## src/rtl/rv_mc_main_ctrl_v2_if.sv

```systemverilog
// Control bundle between the main control FSM (master) and the multi-cycle
// datapath/memory (slave): opcode and memory handshake in, selects and strobes out.
interface rv_mc_main_ctrl_v2_if #(
    parameter int CNT_W = 32
);
    logic [6:0]       op;
    logic             mem_ready;
    logic             PCUpdate;
    logic             adrSrc;
    logic             memRead;
    logic             memWrite;
    logic             branch;
    logic             IRWrite;
    logic             regWrite;
    logic [1:0]       resultSrc;
    logic [1:0]       ALUSrcA;
    logic [1:0]       ALUSrcB;
    logic [1:0]       ALUOp;
    logic [2:0]       immSrc;
    logic             illegal;
    logic             halted;
    logic [CNT_W-1:0] instret;
    logic [4:0]       state;

    modport master (
        input  op, mem_ready,
        output PCUpdate, adrSrc, memRead, memWrite, branch, IRWrite, regWrite,
               resultSrc, ALUSrcA, ALUSrcB, ALUOp, immSrc, illegal, halted, instret, state
    );

    modport slave (
        output op, mem_ready,
        input  PCUpdate, adrSrc, memRead, memWrite, branch, IRWrite, regWrite,
               resultSrc, ALUSrcA, ALUSrcB, ALUOp, immSrc, illegal, halted, instret, state
    );
endinterface

```

## src/rtl/rv_mc_main_ctrl_v2.sv

```systemverilog
// Main control FSM for the multi-cycle RV32I core: Moore decode of datapath
// selects and strobes, memory wait-states, illegal-opcode trap, retired counter.
module rv_mc_main_ctrl_v2 #(
    parameter bit MEM_WAIT_EN     = 1'b1,
    parameter bit ENABLE_JALR     = 1'b1,
    parameter bit ENABLE_AUIPC    = 1'b1,
    parameter bit TRAP_ON_ILLEGAL = 1'b1,
    parameter int CNT_W           = 32
) (
    input logic                  clk,
    input logic                  rst,
    rv_mc_main_ctrl_v2_if.master bus
);
    typedef enum logic [4:0] {
        FETCH, DECODE, EX_R, EX_I, EX_L, EX_S, EX_B, EX_J, EX_JR, EX_U,
        EX_AUIPC, ALU_WB, MEM_RD, MEM_WB, MEM_WR, LINK_WB, TRAP
    } state_e;

    localparam logic [6:0] OP_R     = 7'b0110011;
    localparam logic [6:0] OP_I     = 7'b0010011;
    localparam logic [6:0] OP_LOAD  = 7'b0000011;
    localparam logic [6:0] OP_STORE = 7'b0100011;
    localparam logic [6:0] OP_BR    = 7'b1100011;
    localparam logic [6:0] OP_JAL   = 7'b1101111;
    localparam logic [6:0] OP_JALR  = 7'b1100111;
    localparam logic [6:0] OP_LUI   = 7'b0110111;
    localparam logic [6:0] OP_AUIPC = 7'b0010111;

    state_e           state_q, state_d;
    logic [CNT_W-1:0] instret_q;
    logic             rdy, bad;
    logic             pc_update, adr_src, mem_read, mem_write, branch, ir_write, reg_write;
    logic             illegal, halted;
    logic [1:0]       result_src, alu_src_a, alu_src_b, alu_op;
    logic [2:0]       imm_src;

    assign rdy = MEM_WAIT_EN ? bus.mem_ready : 1'b1;

    // NOTE: sequential state uses non-blocking assignments so every register
    // samples the pre-edge values regardless of statement order.
    always_ff @(posedge clk or negedge rst) begin
        if (!rst) begin
            state_q   <= FETCH;
            instret_q <= '0;
        end else begin
            state_q <= state_d;
            if (state_q != FETCH && state_q != TRAP && state_d == FETCH)
                instret_q <= instret_q + CNT_W'(1);
        end
    end

    always_comb begin
        // NOTE: every combinational output gets a default first, so no path
        // through the case can leave a value held (which would infer a latch).
        state_d    = state_q;
        bad        = 1'b0;
        pc_update  = 1'b0;
        adr_src    = 1'b0;
        mem_read   = 1'b0;
        mem_write  = 1'b0;
        branch     = 1'b0;
        ir_write   = 1'b0;
        reg_write  = 1'b0;
        illegal    = 1'b0;
        halted     = 1'b0;
        result_src = 2'b00;
        alu_src_a  = 2'b00;
        alu_src_b  = 2'b00;
        alu_op     = 2'b00;
        imm_src    = 3'b000;

        unique case (state_q)
            FETCH: begin
                mem_read   = 1'b1;
                alu_src_b  = 2'b10;
                result_src = 2'b10;
                ir_write   = rdy;
                pc_update  = rdy;
                if (rdy) state_d = DECODE;
            end
            DECODE: begin
                alu_src_a = 2'b01;
                alu_src_b = 2'b01;
                imm_src   = 3'b010;
                case (bus.op)
                    OP_R:     state_d = EX_R;
                    OP_I:     state_d = EX_I;
                    OP_LOAD:  state_d = EX_L;
                    OP_STORE: state_d = EX_S;
                    OP_BR:    state_d = EX_B;
                    OP_JAL:   state_d = EX_J;
                    OP_LUI:   state_d = EX_U;
                    OP_JALR:  if (ENABLE_JALR) state_d = EX_JR; else bad = 1'b1;
                    OP_AUIPC: if (ENABLE_AUIPC) state_d = EX_AUIPC; else bad = 1'b1;
                    default:  bad = 1'b1;
                endcase
                if (bad) begin
                    state_d = TRAP_ON_ILLEGAL ? TRAP : FETCH;
                    illegal = !TRAP_ON_ILLEGAL;
                end
            end
            EX_R: begin
                alu_src_a = 2'b10;
                alu_op    = 2'b10;
                state_d   = ALU_WB;
            end
            EX_I: begin
                alu_src_a = 2'b10;
                alu_src_b = 2'b01;
                alu_op    = 2'b11;
                state_d   = ALU_WB;
            end
            EX_AUIPC: begin
                alu_src_a = 2'b01;
                alu_src_b = 2'b01;
                imm_src   = 3'b100;
                state_d   = ALU_WB;
            end
            ALU_WB: begin
                reg_write = 1'b1;
                state_d   = FETCH;
            end
            EX_L: begin
                alu_src_a = 2'b10;
                alu_src_b = 2'b01;
                state_d   = MEM_RD;
            end
            MEM_RD: begin
                adr_src  = 1'b1;
                mem_read = 1'b1;
                if (rdy) state_d = MEM_WB;
            end
            MEM_WB: begin
                result_src = 2'b01;
                reg_write  = 1'b1;
                state_d    = FETCH;
            end
            EX_S: begin
                alu_src_a = 2'b10;
                alu_src_b = 2'b01;
                imm_src   = 3'b001;
                state_d   = MEM_WR;
            end
            MEM_WR: begin
                adr_src   = 1'b1;
                mem_write = 1'b1;
                if (rdy) state_d = FETCH;
            end
            EX_B: begin
                alu_src_a = 2'b10;
                alu_op    = 2'b01;
                branch    = 1'b1;
                state_d   = FETCH;
            end
            EX_J: begin
                alu_src_a  = 2'b01;
                alu_src_b  = 2'b01;
                imm_src    = 3'b011;
                result_src = 2'b10;
                pc_update  = 1'b1;
                state_d    = LINK_WB;
            end
            EX_JR: begin
                alu_src_a  = 2'b10;
                alu_src_b  = 2'b01;
                result_src = 2'b10;
                pc_update  = 1'b1;
                state_d    = LINK_WB;
            end
            LINK_WB: begin
                alu_src_a  = 2'b01;
                alu_src_b  = 2'b10;
                result_src = 2'b10;
                reg_write  = 1'b1;
                state_d    = FETCH;
            end
            EX_U: begin
                imm_src    = 3'b100;
                result_src = 2'b11;
                reg_write  = 1'b1;
                state_d    = FETCH;
            end
            TRAP: begin
                illegal = 1'b1;
                halted  = 1'b1;
            end
            default: state_d = FETCH;
        endcase
    end

    // Strobes are masked while reset is asserted so an aborted access never
    // leaves a read, write or register update visible.
    assign bus.PCUpdate  = rst & pc_update;
    assign bus.adrSrc    = rst & adr_src;
    assign bus.memRead   = rst & mem_read;
    assign bus.memWrite  = rst & mem_write;
    assign bus.branch    = rst & branch;
    assign bus.IRWrite   = rst & ir_write;
    assign bus.regWrite  = rst & reg_write;
    assign bus.illegal   = rst & illegal;
    assign bus.halted    = rst & halted;
    assign bus.resultSrc = result_src;
    assign bus.ALUSrcA   = alu_src_a;
    assign bus.ALUSrcB   = alu_src_b;
    assign bus.ALUOp     = alu_op;
    assign bus.immSrc    = imm_src;
    assign bus.instret   = instret_q;
    assign bus.state     = state_q;
endmodule

```

## src/flat_wrapper.sv

```systemverilog
// flat-port wrapper written by rule: the top's interface ports become plain ports
module rv_mc_main_ctrl_v2_flat 
#(
    parameter bit MEM_WAIT_EN     = 1'b1,
    parameter bit ENABLE_JALR     = 1'b1,
    parameter bit ENABLE_AUIPC    = 1'b1,
    parameter bit TRAP_ON_ILLEGAL = 1'b1,
    parameter int CNT_W           = 32
)
  (clk, rst, bus_op, bus_mem_ready, bus_PCUpdate, bus_adrSrc, bus_memRead, bus_memWrite, bus_branch, bus_IRWrite, bus_regWrite, bus_resultSrc, bus_ALUSrcA, bus_ALUSrcB, bus_ALUOp, bus_immSrc, bus_illegal, bus_halted, bus_instret, bus_state);
  rv_mc_main_ctrl_v2_if #(.CNT_W(CNT_W)) bus_i ();
  input logic clk;
  input logic rst;
  input wire logic [$bits(bus_i.op)-1:0] bus_op;
  input wire logic [$bits(bus_i.mem_ready)-1:0] bus_mem_ready;
  output wire logic [$bits(bus_i.PCUpdate)-1:0] bus_PCUpdate;
  output wire logic [$bits(bus_i.adrSrc)-1:0] bus_adrSrc;
  output wire logic [$bits(bus_i.memRead)-1:0] bus_memRead;
  output wire logic [$bits(bus_i.memWrite)-1:0] bus_memWrite;
  output wire logic [$bits(bus_i.branch)-1:0] bus_branch;
  output wire logic [$bits(bus_i.IRWrite)-1:0] bus_IRWrite;
  output wire logic [$bits(bus_i.regWrite)-1:0] bus_regWrite;
  output wire logic [$bits(bus_i.resultSrc)-1:0] bus_resultSrc;
  output wire logic [$bits(bus_i.ALUSrcA)-1:0] bus_ALUSrcA;
  output wire logic [$bits(bus_i.ALUSrcB)-1:0] bus_ALUSrcB;
  output wire logic [$bits(bus_i.ALUOp)-1:0] bus_ALUOp;
  output wire logic [$bits(bus_i.immSrc)-1:0] bus_immSrc;
  output wire logic [$bits(bus_i.illegal)-1:0] bus_illegal;
  output wire logic [$bits(bus_i.halted)-1:0] bus_halted;
  output wire logic [$bits(bus_i.instret)-1:0] bus_instret;
  output wire logic [$bits(bus_i.state)-1:0] bus_state;
  assign bus_i.op = bus_op;
  assign bus_i.mem_ready = bus_mem_ready;
  assign bus_PCUpdate = bus_i.PCUpdate;
  assign bus_adrSrc = bus_i.adrSrc;
  assign bus_memRead = bus_i.memRead;
  assign bus_memWrite = bus_i.memWrite;
  assign bus_branch = bus_i.branch;
  assign bus_IRWrite = bus_i.IRWrite;
  assign bus_regWrite = bus_i.regWrite;
  assign bus_resultSrc = bus_i.resultSrc;
  assign bus_ALUSrcA = bus_i.ALUSrcA;
  assign bus_ALUSrcB = bus_i.ALUSrcB;
  assign bus_ALUOp = bus_i.ALUOp;
  assign bus_immSrc = bus_i.immSrc;
  assign bus_illegal = bus_i.illegal;
  assign bus_halted = bus_i.halted;
  assign bus_instret = bus_i.instret;
  assign bus_state = bus_i.state;
  rv_mc_main_ctrl_v2 #(.MEM_WAIT_EN(MEM_WAIT_EN), .ENABLE_JALR(ENABLE_JALR), .ENABLE_AUIPC(ENABLE_AUIPC), .TRAP_ON_ILLEGAL(TRAP_ON_ILLEGAL), .CNT_W(CNT_W)) u_core (.clk(clk), .rst(rst), .bus(bus_i));
endmodule
```

## config.mk

```make
export PLATFORM = sky130hd
export DESIGN_NAME = rv_mc_main_ctrl_v2_flat
export DESIGN_NICKNAME = d
export VERILOG_FILES = /design/src/rtl/rv_mc_main_ctrl_v2_if.sv /design/src/rtl/rv_mc_main_ctrl_v2.sv /design/src/flat_wrapper.sv
export SDC_FILE = /design/constraint.sdc
export NUM_CORES = 1
export LEC_CHECK = 0
export ABC_AREA = 1
export BUFFER_PORTS_ARGS = -buffer_cell sky130_fd_sc_hd__buf_2
export CAP_MARGIN = 20
export CORE_ASPECT_RATIO = 0.7
export CORE_MARGIN = 2
export CORE_UTILIZATION = 54
export CTS_CLUSTER_DIAMETER = 120
export DETAILED_ROUTE_END_ITERATION = 6
export MAX_ROUTING_LAYER = met4
export PLACE_DENSITY = 0.9
export SLEW_MARGIN = 5
export SYNTH_ARGS = -nofsm -noshare
export SYNTH_HDL_FRONTEND = slang
export SYNTH_SLANG_ARGS = --single-unit
```

## constraint.sdc

```tcl
create_clock -name clk -period 2.3 [get_ports clk]
set_input_delay 0.115 -clock clk [delete_from_list [all_inputs] [get_ports clk]]
set_output_delay 0.115 -clock clk [all_outputs]
set_load 0.05 [all_outputs]
```

-- After elaboration in Yosys (flattened, before gate mapping)
Index checks and enable logic that the tools add are counted.
- flip-flop bits (word level): 37
- input port bits: 10
- $add $sub $neg: 1
- eq/ne operators: 26
- mux-type cells: 21
- bitwise operators: 8
- reductions and logical operators: 17
- operators with widths (kind ; count):
    one-hot mux 5 bit (9 select lines) ; 2
    == test 5 x 4 -> 1 bit (second input constant) ; 8
    adder 32 x 1 -> 32 bit (second input constant) ; 1
    == test 7 x 6 -> 1 bit (second input constant) ; 3
    == test 7 bit (second input constant) ; 3
    == test 5 x 3 -> 1 bit (second input constant) ; 4
    2-to-1 mux 5 bit ; 4
    == test 7 x 5 -> 1 bit (second input constant) ; 2
    one-hot mux 2 bit (3 select lines) ; 2
    one-hot mux 3 bit (4 select lines) ; 1
    OR reduction 4 bit ; 3
    == test 5 x 2 -> 1 bit (second input constant) ; 2
    zero test 5 bit ; 2
    OR reduction 2 bit ; 5
    2-to-1 mux 1 bit ; 9
    OR reduction 9 bit ; 1
    AND 1 bit ; 8
    one-hot mux 2 bit (2 select lines) ; 2
    == test 7 x 2 -> 1 bit (second input constant) ; 1
    OR reduction 7 bit ; 1
    OR reduction 6 bit ; 1
    == test 5 x 1 -> 1 bit (second input constant) ; 1
    == test 5 bit (second input constant) ; 1
    != test 5 bit (second input constant) ; 1
    other kinds (4) ; 5

-- Longest topological paths before layout
- depth in word-level cells: 8
- mapped depth: 14

-- Least setup slack after synthesis
No wires, ideal clock.
- kind: reg-to-output
- start: register u_core.state_q[0], in the netlist u_core.bus.state[0]
- end: output port bus_PCUpdate
- arrival time: 2721 ps
- data required time: 2185 ps
- setup slack: -536 ps
- cell stages (with the launch flop): 7
- buffers on the path: 0
- cells stage by stage: dfrtp_1 -> nand2_1 -> nor2_1 -> nand2_1 -> nand2_1 -> inv_2 -> a21oi_1
- cells in the longest elaborated chain, start to end: 4
- elaborated cells on any way between the ends: 6
- RTL lines (element ; RTL line ; source):
    from (decl) ; rv_mc_main_ctrl_v2.sv:29 ; state_e state_q, state_d;
    from (signal assigned) ; rv_mc_main_ctrl_v2.sv:46 ; state_q <= state_d;
    == test 5 x 4 -> 1 bit / == test 5 x 3 -> 1 bit (equally long branches) ; rv_mc_main_ctrl_v2.sv:72 ; unique case (state_q)
    OR reduction 2 bit (no line) ; -- ;
    one-hot mux 1 bit (2 select lines) * ; rv_mc_main_ctrl_v2.sv:72 ;
    AND 1 bit * ; rv_mc_main_ctrl_v2.sv:193 ; assign bus.PCUpdate = rst & pc_update;
    to (decl) ; flat_wrapper.sv:16 ; output wire logic [$bits(bus_i.PCUpdate)-1:0] bus_PCUpdate;
Mark *: on every way between the ends. The rest lies on a longest branch, timed or not.

-- Worst setup path after layout
- start: register u_core.state_q[0], in the netlist u_core.bus.state[0]
- end: register u_core.instret_q[1], in the netlist u_core.bus.instret[1]
- cells in the longest elaborated chain, start to end: 5
- elaborated cells on any way between the ends: 25
- RTL lines (element ; RTL line ; source):
    one-hot mux 5 bit (9 select lines) (tied with other cells) ; rv_mc_main_ctrl_v2.sv:85 ; case (bus.op)
    2-to-1 mux 5 bit (tied with other cells) ; rv_mc_main_ctrl_v2.sv:97 ; if (bad) begin
    one-hot mux 5 bit (9 select lines) * ; rv_mc_main_ctrl_v2.sv:72 ;
    net u_core.state_d[0] ; rv_mc_main_ctrl_v2.sv:29 ;
    zero test 5 bit * ; rv_mc_main_ctrl_v2.sv:47 ; if (state_q != FETCH && state_q != TRAP && state_d == FETCH)
    logical AND 1 bit * ; rv_mc_main_ctrl_v2.sv:47 ;
    to (signal assigned) ; rv_mc_main_ctrl_v2.sv:48 ; instret_q <= instret_q + CNT_W'(1);
    to (decl) ; rv_mc_main_ctrl_v2.sv:30 ; logic [CNT_W-1:0] instret_q;
Mark *: on every way through the listed nets, which the timed path passes. The rest lies on a longest branch.
A chain may end at the register's enable or synchronous reset.

==> impl_metrics.csv <==
group,metric,value,unit
outcome,outcome,"completed",
final_layout,diodes,0,
place,gp_congestion,0.981,
final_layout,stdcell_area,3360,um2
clocking,clk_pin_slew,0.07,ns
clocking,cts_tree,"built",
timing,rsz0062_at_grt,"yes",
floorplan,die_h,64.6,um
power,power.density,1240,nW/um2
drt,vias_per_cell,5.47,
yosys,yosys-top-cells-area,"dfrtp_1, nand2_1, nand4_1",
critical_path,r2r_slack,0.11,ns
yosys,ys_types,28,
critical_path,end_kind,"register",
place,hpwl,6180,um
clocking,htree_levels,2,
timing,setup_viol,0,
yosys,netlist_area,2830,um2
critical_path,critPathMaxFanout,16,
yosys,syn_nets,454,
yosys,yosysWarnings,0,
final_layout,syn2layout_area_growth,18.4,%
timing,fmax,0.457,GHz
timing,timing.final.crit_share,95.2,%
drt,drtIter0Drc,308,
floorplan,fp.dieArea,5850,um2
drt,wl_per_cell,13.8,um
timing,fin_crit,2.19,ns
final_layout,post_route_cells_drive_above_1_share,20.1,%
final_layout,fillers,473,
critical_path,worstSetupStartpoint,"u_core.bus.state[0]",
floorplan,ios,67,
critical_path,setup.worst_path.start_class,"register",
power,max-vdd-ir-drop,2.11,mV
clocking,insertion_delay,0.30,ns
critical_path,worst_ep_arrival_time,2.38,ns
critical_path,worstSetupEndpoint,"u_core.bus.instret[1]",
clocking,cts_buffers,5,
floorplan,std_cell_rows,22,
yosys,async_flop_share,100,%
critical_path,worst-r2r-cell-count,11,
timing,fin_setup_tns,0,ns
yosys,syn_inst,443,
drt,drc,0,
critical_path,required,2.49,ns
timing,slew_violations,0,
timing,final_hold_viol_count,0,
place,io_buffers,66,
drt,vias,3201,
clocking,cts.sinks,37,
place,dp_cells,577,
floorplan,start_util,55.1,%
yosys,synth.most_common_cell,"nand2_1",
timing,skew,0.00382,ns
clocking,clockBufferDepth,2,
floorplan,die_w,90.6,um
critical_path,worst_r2r_endpoint,"u_core.bus.instret[1]",
power,power_leakage,1.88,nW
drt,drtPass1Iterations,7,
critical_path,crit_type,"register to register",
yosys,ys_seq_elements,37,
global_route,grt_antenna_before_repair,0,
global_route,grt_pass1_vias,2828,
worst_hold_path,hp-class,"input pin to register",
yosys,yosys-top-cells-count,"nand2_1, inv_1, nor2_1",
final_layout,fin_nets,524,
place,placed_cell_area,3250,um2
floorplan,design.core.area,5150,um2
global_route,gr-total-overflow,0,
yosys,syn_area_per_cell,6.40,um2
final_layout,fin_util,65.2,%
yosys,synth_seq_area_share,32.7,%
global_route,grtUsageTotal,29.1,%
yosys,netlist.area_leader.share,32.7,%
critical_path,r2r-start,"u_core.bus.state[0]",
flow_run,max_cap_viol_count,0,
timing,worst_slew_pin_slew,0.478,ns
drt,postRouteAntennaNets,0,
yosys,synth_top_area_cell,"dfrtp_1",
yosys,ys.flop_type,"dfrtp_1",
global_route,grt_pass1_wl,13200,um
drt,wirelength,8040,um
yosys,synth_edf_count,0,
clocking,root_buffer,"clkbuf_8",
power,power.total,4.16,mW
global_route,grt_start_max_net_pins,49,
timing,slew_headroom,68.1,%
final_layout,fin_cells,585,
[layout make-up]
class	instances	area, um2	share of cell area (%)
Clock buffer	7	86.3	2.57
Tap cell	72	90.1	2.68
Multi-Input combinational cell	331	1590	47.5
Sequential cell	37	926	27.6
Inverter	61	229	6.82
Timing Repair Buffer	77	432	12.9
[power by group]
part	switching (mW)	internal, mW	total, mW
sequential	0.115	0.729	0.844
clock	0.233	0.238	0.471
combinational	2.18	0.657	2.84
total	2.53	1.62	4.16
[worst min path at each step]
| stage | start | endpoint | slack, ns | cells past startpoint |
|---|---|---|---|---|
| 2_1_floorplan | rst | u_core.bus.instret[0] | -0.18 | 0 |
| 3_5_place_dp | rst | u_core.bus.instret[6] | 0.21 | 2 |
| 6_report | bus_op[4] | u_core.bus.state[2] | 0.35 | 6 |
| 4_1_cts | bus_op[4] | u_core.bus.state[2] | 0.33 | 6 |
| 3_3_place_gp | rst | u_core.bus.instret[5] | 0.20 | 2 |
| 5_1_grt | bus_op[4] | u_core.bus.state[2] | 0.42 | 6 |
[kinds of logic after synthesis]
logic type | count (synthesis) | synth area share [%]
adders and majority gates | 1 | 0.441
and+or+nand+nor | 306 | 48.8
AOI/OAI and AO/OA | 11 | 2.16
DFF | 37 | 32.7
buffers and inverters | 75 | 11.9
xor gates and xnor gates | 13 | 4.02
[state kept, by name, summed over array words and instances, names as in the netlist]
| signal | flops |
|---|---|
| u_core.bus.instret | 32 |
| u_core.bus.state | 5 |
[stage by stage]
| stage | hold WS, ns | setup slack [ns] |
|---|---|---|
| final | 0.349 | 0.111 |
| after global routing | 0.419 | -0.0394 |
| after CTS | 0.331 | 0.152 |
| after detailed placement | 0.215 | 0.168 |
| after global placement | 0.202 | 0.168 |
| after floorplan | -0.181 | 0.0375 |
[worst max-delay path: stages, from the launching register on]
cell	delay [ns]
dfrtp_1	0.53
nor2_1	0.13
nand2_2	0.11
inv_1	0.09
o21ai_0	0.13
a21oi_1	0.12
nor2_1	0.16
nand2_1	0.12
nor2_4	0.14
nand3_2	0.32
nand2_1	0.17
nand2_1	0.06
[cells in the final DEF, fill, tap and decap left out, types with 2 or more instances in the layout]
| cell | synthesis | routed |
|---|---|---|
| nand4_1 | 43 | 43 |
| nand2_1 | 145 | 144 |
| clkbuf_8 | 0 | 6 |
| xnor2_1 | 5 | 5 |
| a21oi_1 | 6 | 5 |
| dfrtp_1 | 37 | 37 |
| nor2_4 | 2 | 4 |
| nand2_2 | 1 | 2 |
| inv_1 | 55 | 55 |
| nor2_2 | 5 | 5 |
| inv_2 | 6 | 6 |
| nand3_2 | 2 | 2 |
| nand3b_1 | 2 | 2 |
| nor2_1 | 52 | 50 |
| buf_4 | 3 | 8 |
| nor3_1 | 19 | 19 |
| nand3_1 | 32 | 32 |
| o21ai_0 | 2 | 2 |
| xor2_1 | 8 | 8 |
| buf_2 | 5 | 66 |
[metal layers]
| layer | routed length (um) | vias to the layer above | track usage (%) |
|---|---|---|---|
| met3 | 752 | 12 | 7.21 |
| li1 | - | 1576 | - |
| met2 | 3400 | 159 | 41.0 |
| met4 | 110 | 0 | 8.08 |
| met1 | 3780 | 1454 | 41.5 |
| met5 | 0 | - | - |
[what timing repair did]
item,CTS,global route
endpoints found under the hold margin,37,0
hold buffers,1,0
buffers inserted,0,0
endpoints found under the setup margin,0,25
resized for setup,0,2
Power figures use the tool's default switching activity.
